===== src/rtl/fpalu_pkg.sv =====
// Shared constants and types for the FP ALU request scheduler.
// FSM state encoding, FP word width and op codes used by the top and its helpers.
package fpalu_pkg;

    localparam int FP_W = 32;

    localparam logic FP_OP_ADD = 1'b0;
    localparam logic FP_OP_MUL = 1'b1;

    localparam logic [1:0] ST_IDLE = 2'd0;
    localparam logic [1:0] ST_EXEC = 2'd1;
    localparam logic [1:0] ST_RESP = 2'd2;

    typedef struct packed {
        logic [FP_W-1:0] a;
        logic [FP_W-1:0] b;
        logic            op;
    } fp_req_t;

endpackage


===== src/rtl/fpalu_rr_pick.sv =====
// Combinational round-robin picker: first set request bit at or after ptr_i,
// wrapping from NREQ-1 back to 0.
module fpalu_rr_pick #(
    parameter int NREQ = 4,
    parameter int IDW  = 2
) (
    input  logic [NREQ-1:0] req_i,
    input  logic [IDW-1:0]  ptr_i,
    output logic [NREQ-1:0] gnt_o,
    output logic [IDW-1:0]  idx_o,
    output logic            any_o
);

    int j_s;

    // Scan from the pointer forward, wrapping, and keep only the first hit
    always_comb begin
        gnt_o = '0;
        idx_o = '0;
        any_o = 1'b0;
        j_s   = 0;
        for (int k = 0; k < NREQ; k++) begin
            j_s = int'(ptr_i) + k;
            if (j_s >= NREQ) begin
                j_s = j_s - NREQ;
            end else begin
                j_s = j_s;
            end
            if (!any_o && req_i[j_s]) begin
                any_o      = 1'b1;
                gnt_o[j_s] = 1'b1;
                idx_o      = IDW'(j_s);
            end else begin
                any_o = any_o;
            end
        end
    end

endmodule


===== src/rtl/fpalu_req_scheduler.sv =====
// Round-robin scheduler sharing one FP add/mul ALU among NREQ requesters.
// Optional per-requester sticky overflow flags: define FPALU_SCHED_OVF_STICKY_EN.
module fpalu_req_scheduler
    import fpalu_pkg::*;
#(
    parameter int NREQ    = 4,
    parameter int ALU_LAT = 1,
    parameter int IDW     = ($clog2(NREQ) > 1) ? $clog2(NREQ) : 1
) (
    input  logic                 clk,
    input  logic                 rst_n,
    input  logic [NREQ-1:0]      req_valid,
    output logic [NREQ-1:0]      req_ready,
    input  logic [NREQ*FP_W-1:0] req_a,
    input  logic [NREQ*FP_W-1:0] req_b,
    input  logic [NREQ-1:0]      req_op,
    output logic                 resp_valid,
    input  logic                 resp_ready,
    output logic [IDW-1:0]       resp_id,
    output logic [FP_W-1:0]      resp_result,
    output logic                 resp_overflow,
    output logic [FP_W-1:0]      alu_a,
    output logic [FP_W-1:0]      alu_b,
    output logic                 alu_op,
    input  logic [FP_W-1:0]      alu_result,
    input  logic                 alu_overflow,
`ifdef FPALU_SCHED_OVF_STICKY_EN
    output logic [NREQ-1:0]      ovf_sticky,
    input  logic [NREQ-1:0]      ovf_clr,
`endif
    output logic                 busy
);

    localparam int LATW = (ALU_LAT > 1) ? $clog2(ALU_LAT) : 1;

    logic [1:0]      state_q, state_d;
    logic [IDW-1:0]  rr_ptr_q, rr_ptr_d;
    logic [LATW-1:0] lat_cnt_q, lat_cnt_d;
    fp_req_t         op_q, op_d;
    logic [IDW-1:0]  id_q, id_d;
    logic [FP_W-1:0] res_q, res_d;
    logic            rovf_q, rovf_d;
    logic            resp_valid_q, busy_q;

    logic [NREQ-1:0] pick_gnt_s;
    logic [IDW-1:0]  pick_idx_s;
    logic            pick_any_s;
    logic            cap_s;

    fpalu_rr_pick #(.NREQ(NREQ), .IDW(IDW)) u_pick (
        .req_i (req_valid),
        .ptr_i (rr_ptr_q),
        .gnt_o (pick_gnt_s),
        .idx_o (pick_idx_s),
        .any_o (pick_any_s)
    );

    assign cap_s = (state_q == ST_EXEC) && (lat_cnt_q == '0);

    // Next-state logic: grant in IDLE, count latency in EXEC, hold response in RESP
    always_comb begin
        state_d   = state_q;
        rr_ptr_d  = rr_ptr_q;
        lat_cnt_d = lat_cnt_q;
        op_d      = op_q;
        id_d      = id_q;
        res_d     = res_q;
        rovf_d    = rovf_q;
        req_ready = '0;
        case (state_q)
            ST_IDLE: begin
                if (pick_any_s) begin
                    req_ready = pick_gnt_s;
                    op_d.a    = req_a[FP_W*int'(pick_idx_s) +: FP_W];
                    op_d.b    = req_b[FP_W*int'(pick_idx_s) +: FP_W];
                    op_d.op   = req_op[pick_idx_s];
                    id_d      = pick_idx_s;
                    rr_ptr_d  = (pick_idx_s == IDW'(NREQ-1)) ? '0 : pick_idx_s + 1'b1;
                    lat_cnt_d = LATW'(ALU_LAT-1);
                    state_d   = ST_EXEC;
                end else begin
                    state_d = ST_IDLE;
                end
            end
            ST_EXEC: begin
                if (cap_s) begin
                    res_d   = alu_result;
                    rovf_d  = alu_overflow;
                    state_d = ST_RESP;
                end else begin
                    lat_cnt_d = lat_cnt_q - 1'b1;
                end
            end
            ST_RESP: begin
                if (resp_ready) begin
                    state_d = ST_IDLE;
                end else begin
                    state_d = ST_RESP;
                end
            end
            default: begin
                state_d = ST_IDLE;
            end
        endcase
    end

    // State, operand and response registers
    always_ff @(posedge clk or negedge rst_n) begin
        if (!rst_n) begin
            state_q      <= ST_IDLE;
            rr_ptr_q     <= '0;
            lat_cnt_q    <= '0;
            op_q         <= '{a: 32'h0000_0000, b: 32'h0000_0000, op: FP_OP_ADD};
            id_q         <= '0;
            res_q        <= 32'h0000_0000;
            rovf_q       <= 1'b0;
            resp_valid_q <= 1'b0;
            busy_q       <= 1'b0;
        end else begin
            state_q      <= state_d;
            rr_ptr_q     <= rr_ptr_d;
            lat_cnt_q    <= lat_cnt_d;
            op_q         <= op_d;
            id_q         <= id_d;
            res_q        <= res_d;
            rovf_q       <= rovf_d;
            resp_valid_q <= (state_d == ST_RESP);
            busy_q       <= (state_d != ST_IDLE);
        end
    end

    assign alu_a         = op_q.a;
    assign alu_b         = op_q.b;
    assign alu_op        = op_q.op;
    assign resp_valid    = resp_valid_q;
    assign resp_id       = id_q;
    assign resp_result   = res_q;
    assign resp_overflow = rovf_q;
    assign busy          = busy_q;

`ifdef FPALU_SCHED_OVF_STICKY_EN
    logic [NREQ-1:0] sticky_q, sticky_d;

    // Clear first so a same-cycle set on the captured requester wins
    always_comb begin
        sticky_d = sticky_q & ~ovf_clr;
        if (cap_s && alu_overflow) begin
            sticky_d[id_q] = 1'b1;
        end else begin
            sticky_d = sticky_d;
        end
    end

    // Sticky overflow register
    always_ff @(posedge clk or negedge rst_n) begin
        if (!rst_n) begin
            sticky_q <= '0;
        end else begin
            sticky_q <= sticky_d;
        end
    end

    assign ovf_sticky = sticky_q;
`endif

endmodule

===== config.mk =====
export PLATFORM = sky130hd
export DESIGN_NAME = fpalu_req_scheduler
export DESIGN_NICKNAME = d
export VERILOG_FILES = /design/src/rtl/fpalu_pkg.sv /design/src/rtl/fpalu_rr_pick.sv /design/src/rtl/fpalu_req_scheduler.sv
export SDC_FILE = /design/constraint.sdc
export NUM_CORES = 1
export LEC_CHECK = 0
export BUFFER_PORTS_ARGS = -buffer_cell sky130_fd_sc_hd__buf_2
export CAP_MARGIN = 30
export CORE_AREA = 2 2 158 160
export DETAILED_ROUTE_END_ITERATION = 8
export DIE_AREA = 0 0 160 162
export PLACE_DENSITY_LB_ADDON = 0.1
export REMOVE_ABC_BUFFERS = 1
export SLEW_MARGIN = 20
export SYNTH_ARGS = -nofsm -noshare
export SYNTH_HDL_FRONTEND = slang
export SYNTH_HIERARCHICAL = 1
export SYNTH_SLANG_ARGS = --single-unit

===== constraint.sdc =====
create_clock -name clk -period 3.3 [get_ports clk]
set_clock_uncertainty 0.15 [all_clocks]
set_input_delay 0.33 -clock clk [delete_from_list [all_inputs] [get_ports clk]]
set_output_delay 0.33 -clock clk [all_outputs]
set_load 0.05 [all_outputs]

* Yosys cells after proc, flatten, opt, wreduce, memory -nomap -nowiden
Index checks and enable logic that the tools add are counted.
** Storage, ports and cells
- Bits in registers :: 107
- Bits of input ports :: 300
- Output and inout bits :: 106
- Word-level logic and storage cells :: 110
** Cells by class
- Add/subtract/negate cells :: 9
- $lt $le $gt $ge :: 13
- Eq/ne operators :: 6
- Shifts and indexed selects :: 2
- Multiplexer cells :: 48
- Bitwise operators :: 4
- Reductions and logical operators :: 17
** Operators by type and width (count)
- indexed part select 128 x 8 -> 32 bit :: 2
- greater-or-equal comparator 32 x 1 -> 1 bit, second input constant :: 4
- < comparator 32 x 4 -> 1 bit, second input constant :: 4
- two-way mux 32 bit :: 4
- greater-or-equal comparator 32 x 4 -> 1 bit, second input constant :: 3
- subtractor 32 x 4 -> 32 bit, second input constant :: 3
- two-way mux 4 bit :: 6
- two-way mux 1 bit :: 20
- two-way mux 2 bit :: 7
- bitwise OR 4 bit :: 3
- binary-select mux 1 bit (select 2 bit) :: 5
- demux 1 bit (select 2 bit) :: 4
- logical AND 1 bit :: 8
- adder 2 x 2 -> 3 bit, second input constant :: 2
- == test 2 bit, second input constant :: 3
- case mux 2 bit (3 select lines) :: 1
- != test 2 bit, second input constant :: 2
- AND reduction 2 bit :: 2
- nonzero test 2 bit :: 2
- subtractor 2 x 3 -> 4 bit, second input constant :: 1
- adder 2 x 1 -> 3 bit, second input constant :: 1
- greater-or-equal comparator 2 x 3 -> 1 bit, second input constant :: 1
- zero test 1 bit :: 3
- < comparator 2 x 3 -> 1 bit, second input constant :: 1
- other kinds (7) :: 7

* Logic depth before layout (Yosys ltp)
- Depth in word-level cells :: 18
- Mapped depth :: 13

* Cells and area by module
The synthesis kept the hierarchy.
** Modules (own cells, without submodules)
- fpalu_req_scheduler :: instances 1, cells an instance 316, area an instance 5696.7 µm², seq. area each 2677.6 µm²
- fpalu_rr_pick :: instances 1, cells an instance 48, area an instance 460.4 µm², seq. area each 0.0 µm²

* Worst setup path after synthesis
OpenSTA, ideal clock, no wires.
- Path kind :: reg2reg
- From :: register rr_ptr_q[0]
- To :: register op_q, in the netlist alu_b[10]
- Arrival :: 3.112 ns
- Data required time :: 3.025 ns
- Slack :: -0.087 ns
- Stages on the path, launching flop included :: 12
- Buffers on the path :: 4
- Path through :: dfrtp_1 -> buf_6 -> inv_1 -> ha_1 -> mux4_2 -> buf_6 -> o311ai_0 -> a32o_1 -> buf_2 -> clkbuf_1 -> mux4_2 -> mux2_4
** On the way
- Word-level cells in the longest chain between the ends :: 16
- Elaborated cells between the ends (all ways) :: 43
** RTL lines
- from (decl) :: RTL line fpalu_req_scheduler.sv:37 : logic [IDW-1:0] rr_ptr_q, rr_ptr_d;
- from (signal assigned) :: RTL line fpalu_req_scheduler.sv:121 : rr_ptr_q <= rr_ptr_d;
- branches (longest 14 deep; another with subtractor 32 x 4 -> 32 bit)
- two-way mux 2 bit * :: RTL line fpalu_rr_pick.sv:29 : if (!any_o && req_i[j_s]) begin
- named net pick_idx_s[1] :: RTL line fpalu_req_scheduler.sv:46 : logic [IDW-1:0] pick_idx_s;
- indexed part select 128 x 8 -> 32 bit * :: RTL line fpalu_req_scheduler.sv:75 : op_d.b = req_b[FP_W*int'(pick_idx_s) +: FP_W];
- to (signal assigned) :: RTL line fpalu_req_scheduler.sv:113 : op_q <= '{a: 32'h0000_0000, b: 32'h0000_0000, op: FP_OP_ADD};
- to (signal assigned) :: RTL line fpalu_req_scheduler.sv:123 : op_q <= op_d;
- to (decl) :: RTL line fpalu_req_scheduler.sv:39 : fp_req_t op_q, op_d;
Mark *: on every way through the listed nets, which the timed path passes. The select of a mux whose other input is x is not followed.
A chain may end at the register's enable or synchronous reset.

* Worst setup path after layout
- From :: register rr_ptr_q[1]
- To :: register op_q, in the netlist alu_b[30]
Same word-level chain as after synthesis.

==> impl_metrics.csv <==
group,metric,value,unit
status,status,"finished, final reports clean",
grt,antenna_found_initial,2,
drt,via_per_inst,4.54,
timing,hold_violations,0,
cts,cts_tree,"built",
grt,grt_max_degree,73,
cells_and_area,seqCellArea,2680,µm²
cells_and_area,synthToLayoutAreaGrowth,47.9,%
power_and_ir_drop,peakVddDrop,0.000526,V
critical_path,crit_arrival,3.22,ns
drt,vias,5009,
cts,insertion_delay,0.35,ns
power_and_ir_drop,cellPowerDensity,1430,nW/µm²
power_and_ir_drop,leakage,4.32,nW
critical_path,crit_required,3.39,ns
timing,final.setup.worst_slack,0.173,ns
logic_synthesis,syn-instance-count,364,
placement,place_congestion,0.797,
floorplan,dieArea,25900,µm²
logic_synthesis,synth_most_common_cell,"dfrtp_1",
timing,worst_pin_slew,0.512,ns
logic_synthesis,synth_top_area_cell,"dfrtp_1",
floorplan,num_rows,57,
run,drv_cap,0,
drt,finalWirelength,20000,µm
logic_synthesis,synth-warning-count,6,
cells_and_area,final_layout_size_suffix_gt1_share,80.3,%
cts,htree_levels,3,
timing,fmax,320,MHz
logic_synthesis,synth.distinct_cells,34,
floorplan,dieWidth,160,µm
cts,numCtsBuffers,9,
drt,routedWlPerCell,18.1,µm
drt,drc,0,
logic_synthesis,syn-cell-area,6160,µm²
drt,drtIter0Drc,176,
logic_synthesis,synth_top_area_share,43.5,%
grt,grt_pass1_vias,5600,
logic_synthesis,avgSynthCellArea,16.9,µm²
placement,port-buffer-count,405,
logic_synthesis,ys_ff_latch,107,
cells_and_area,post-route-util,37.8,%
floorplan,coreArea,24100,µm²
critical_path,critical_path.top_delay_family,"multiplexers",
grt,grt_pass1_wl,29900,µm
cts,clock_sinks,107,
grt,overflow,0,
cells_and_area,num_antenna_cells,0,
critical_path,crit_path_top_delay_cell,"dfrtp_1",
grt,grtUsageTotal,14.9,%
cts,root_buffer,"clkbuf_16",
cells_and_area,final_nets,1084,
critical_path,cpPeakStageDelay,0.44,ns
critical_path,r2r_slack,0.17,ns
critical_path,path_buf_inv,3,
floorplan,initial_core_util,25.5,%
logic_synthesis,synthFlopType,"dfrtp_1",
placement,dpl_worst_slack,0.0578,ns
critical_path,path_cells,"inv_2 -> ha_4 -> mux4_2 -> buf_4 -> nor4b_4 -> nor2_1 -> a32o_4 -> buf_12 -> mux4_2 -> mux2_2",
logic_synthesis,synth_commonest_cells,"107 x dfrtp_1, 76 x mux2_2, 66 x mux4_2",
cells_and_area,multi_input_area,3310,µm²
logic_synthesis,synth_area_leaders,"dfrtp_1 43%, mux4_2 24%, mux2_2 14%, mux2_4 6.8%, ha_1 1.8%",
timing,finalSetupViolations,0,
placement,dp_hpwl,15800,µm
timing,max_slew_margin,65.8,%
drt,first_pass_iters,4,
timing,slew_viol_final,0,
drt,final_antenna_net_count,0,
critical_path,cp-start-kind,"flip-flop",
cells_and_area,fillers,2368,
timing,holdWs,0.0364,ns
logic_synthesis,synth_enable_flop_cells,0,
timing,grt_setup_unrepaired,"no",
cts,clk_pin_slew_worst_paths,0.08,ns
critical_path,path_max_fanout,23,
critical_path,worstSetupPathType,"reg -> reg",
critical_path,critical_path.endpoint_type,"flip-flop",
floorplan,fp.dieH,162,µm
floorplan,ios,406,
logic_synthesis,synth_async_sr_flop_share,100,%
min_path,hold_class,"in -> reg",
cts,cts_buffer_depth,2,
critical_path,crit_path_frequent_cell,"mux4_2",
timing,fin_crit_sh,94.7,%
timing,fin_crit,3.13,ns
logic_synthesis,seq_area_frac_synth,43.5,%
==> power breakdown <==
part / internal (mW) / leakage [nW] / total, mW / switching, mW
Sequential: 2.04 / 1.25 / 2.41 / 0.368
Clock: 0.548 / 0.152 / 1.13 / 0.582
Combinational: 4.26 / 2.91 / 9.48 / 5.22
==> what timing repair did <==
action                                  CTS  global route
setup buffers                             2             1
cloned                                    0             2
pin swaps                                 0             1
endpoints found under the setup margin    4            65
resized for setup                         1            19
hold endpoints to repair                 35             0
hold buffers                              1             0
==> routing by layer <==
| metal | track usage (%) | vias up | wire length, µm |
|---|---|---|---|
| met5 | 0 | - | 27 |
| met4 | 4.75 | 4 | 421 |
| met3 | 4.57 | 30 | 1500 |
| met2 | 27.2 | 243 | 10300 |
| met1 | 16.5 | 2469 | 7750 |
| li1 | - | 2263 | - |
==> through the flow <==
stage                     instances  power, mW  TNS [ns]  cell area [µm²]
after floorplan                 335       8.51   -581.70             5950
after global placement         1082       11.7         0             8660
after detailed placement       1082       11.8         0             8660
after CTS                      1101       13.0         0             9010
after global routing           1104       13.8         0             9100
final                          1104       13.0         0             9100
==> logic make-up after synthesis <==
group           count (synthesis)  synth area share [%]
compound gates                 22                  2.44
flops                         107                  43.5
fa+ha+maj                       9                  1.83
simple gates                   18                  2.09
mux                           175                  46.5
buf+inv                        33                  3.68
==> flip-flops by register name, indices dropped and copies added (netlist names) <==
register	cells
resp_id	2
resp_overflow	1
alu_a	32
lat_cnt_q	1
rr_ptr_q	2
alu_b	32
resp_valid	1
busy	1
state_q	2
alu_op	1
resp_result	32
==> cells in the final DEF, fill, tap and decap left out, types with 2 or more instances in the layout <==
cell / n
mux2_2: 76
buf_2: 400
nand2b_1: 2
clkbuf_16: 11
mux4_1: 2
and2_1: 4
o21ai_0: 6
mux2i_1: 2
buf_4: 14
clkinv_8: 4
mux4_2: 67
nor3b_4: 2
buf_6: 3
inv_1: 3
buf_12: 8
mux2_4: 28
a22oi_1: 8
inv_6: 3
nor2_1: 4
ha_1: 8
dfrtp_1: 107
==> worst reg2reg max path: stages (launching register included) <==
cell	delay, ns
dfrtp_1	0.44
inv_2	0.08
ha_4	0.29
mux4_2	0.35
buf_4	0.19
nor4b_4	0.28
nor2_1	0.11
a32o_4	0.33
buf_12	0.17
mux4_2	0.36
mux2_2	0.28
==> final cells by class <==
class / count / area share [%]
repair buffers: 429 / 26.1
well taps: 324 / 4.45
clock buffers: 9 / 2.47
inverters: 4 / 0.165
flip-flops and latches: 107 / 29.4
multi-input cells: 224 / 36.4
clock inverters: 7 / 1.00
==> final timing paths <==
path                                        startpoint                          end  cells after the start
setup / recovery               rr_ptr_q[1]$_DFFE_PN0P_        alu_b[30]$_DFFE_PN0P_                     10
hold / removal                              resp_ready         resp_valid$_DFF_PN0_                      2
hold reg to reg            resp_result[12]$_DFFE_PN0P_  resp_result[12]$_DFFE_PN0P_                      1
min in group asynchronous                        rst_n        alu_b[12]$_DFFE_PN0P_                      2
max in group asynchronous                        rst_n        alu_b[16]$_DFFE_PN0P_                      3
setup reg to reg               rr_ptr_q[1]$_DFFE_PN0P_        alu_b[30]$_DFFE_PN0P_                     10
Power figures use the tool's default switching activity.
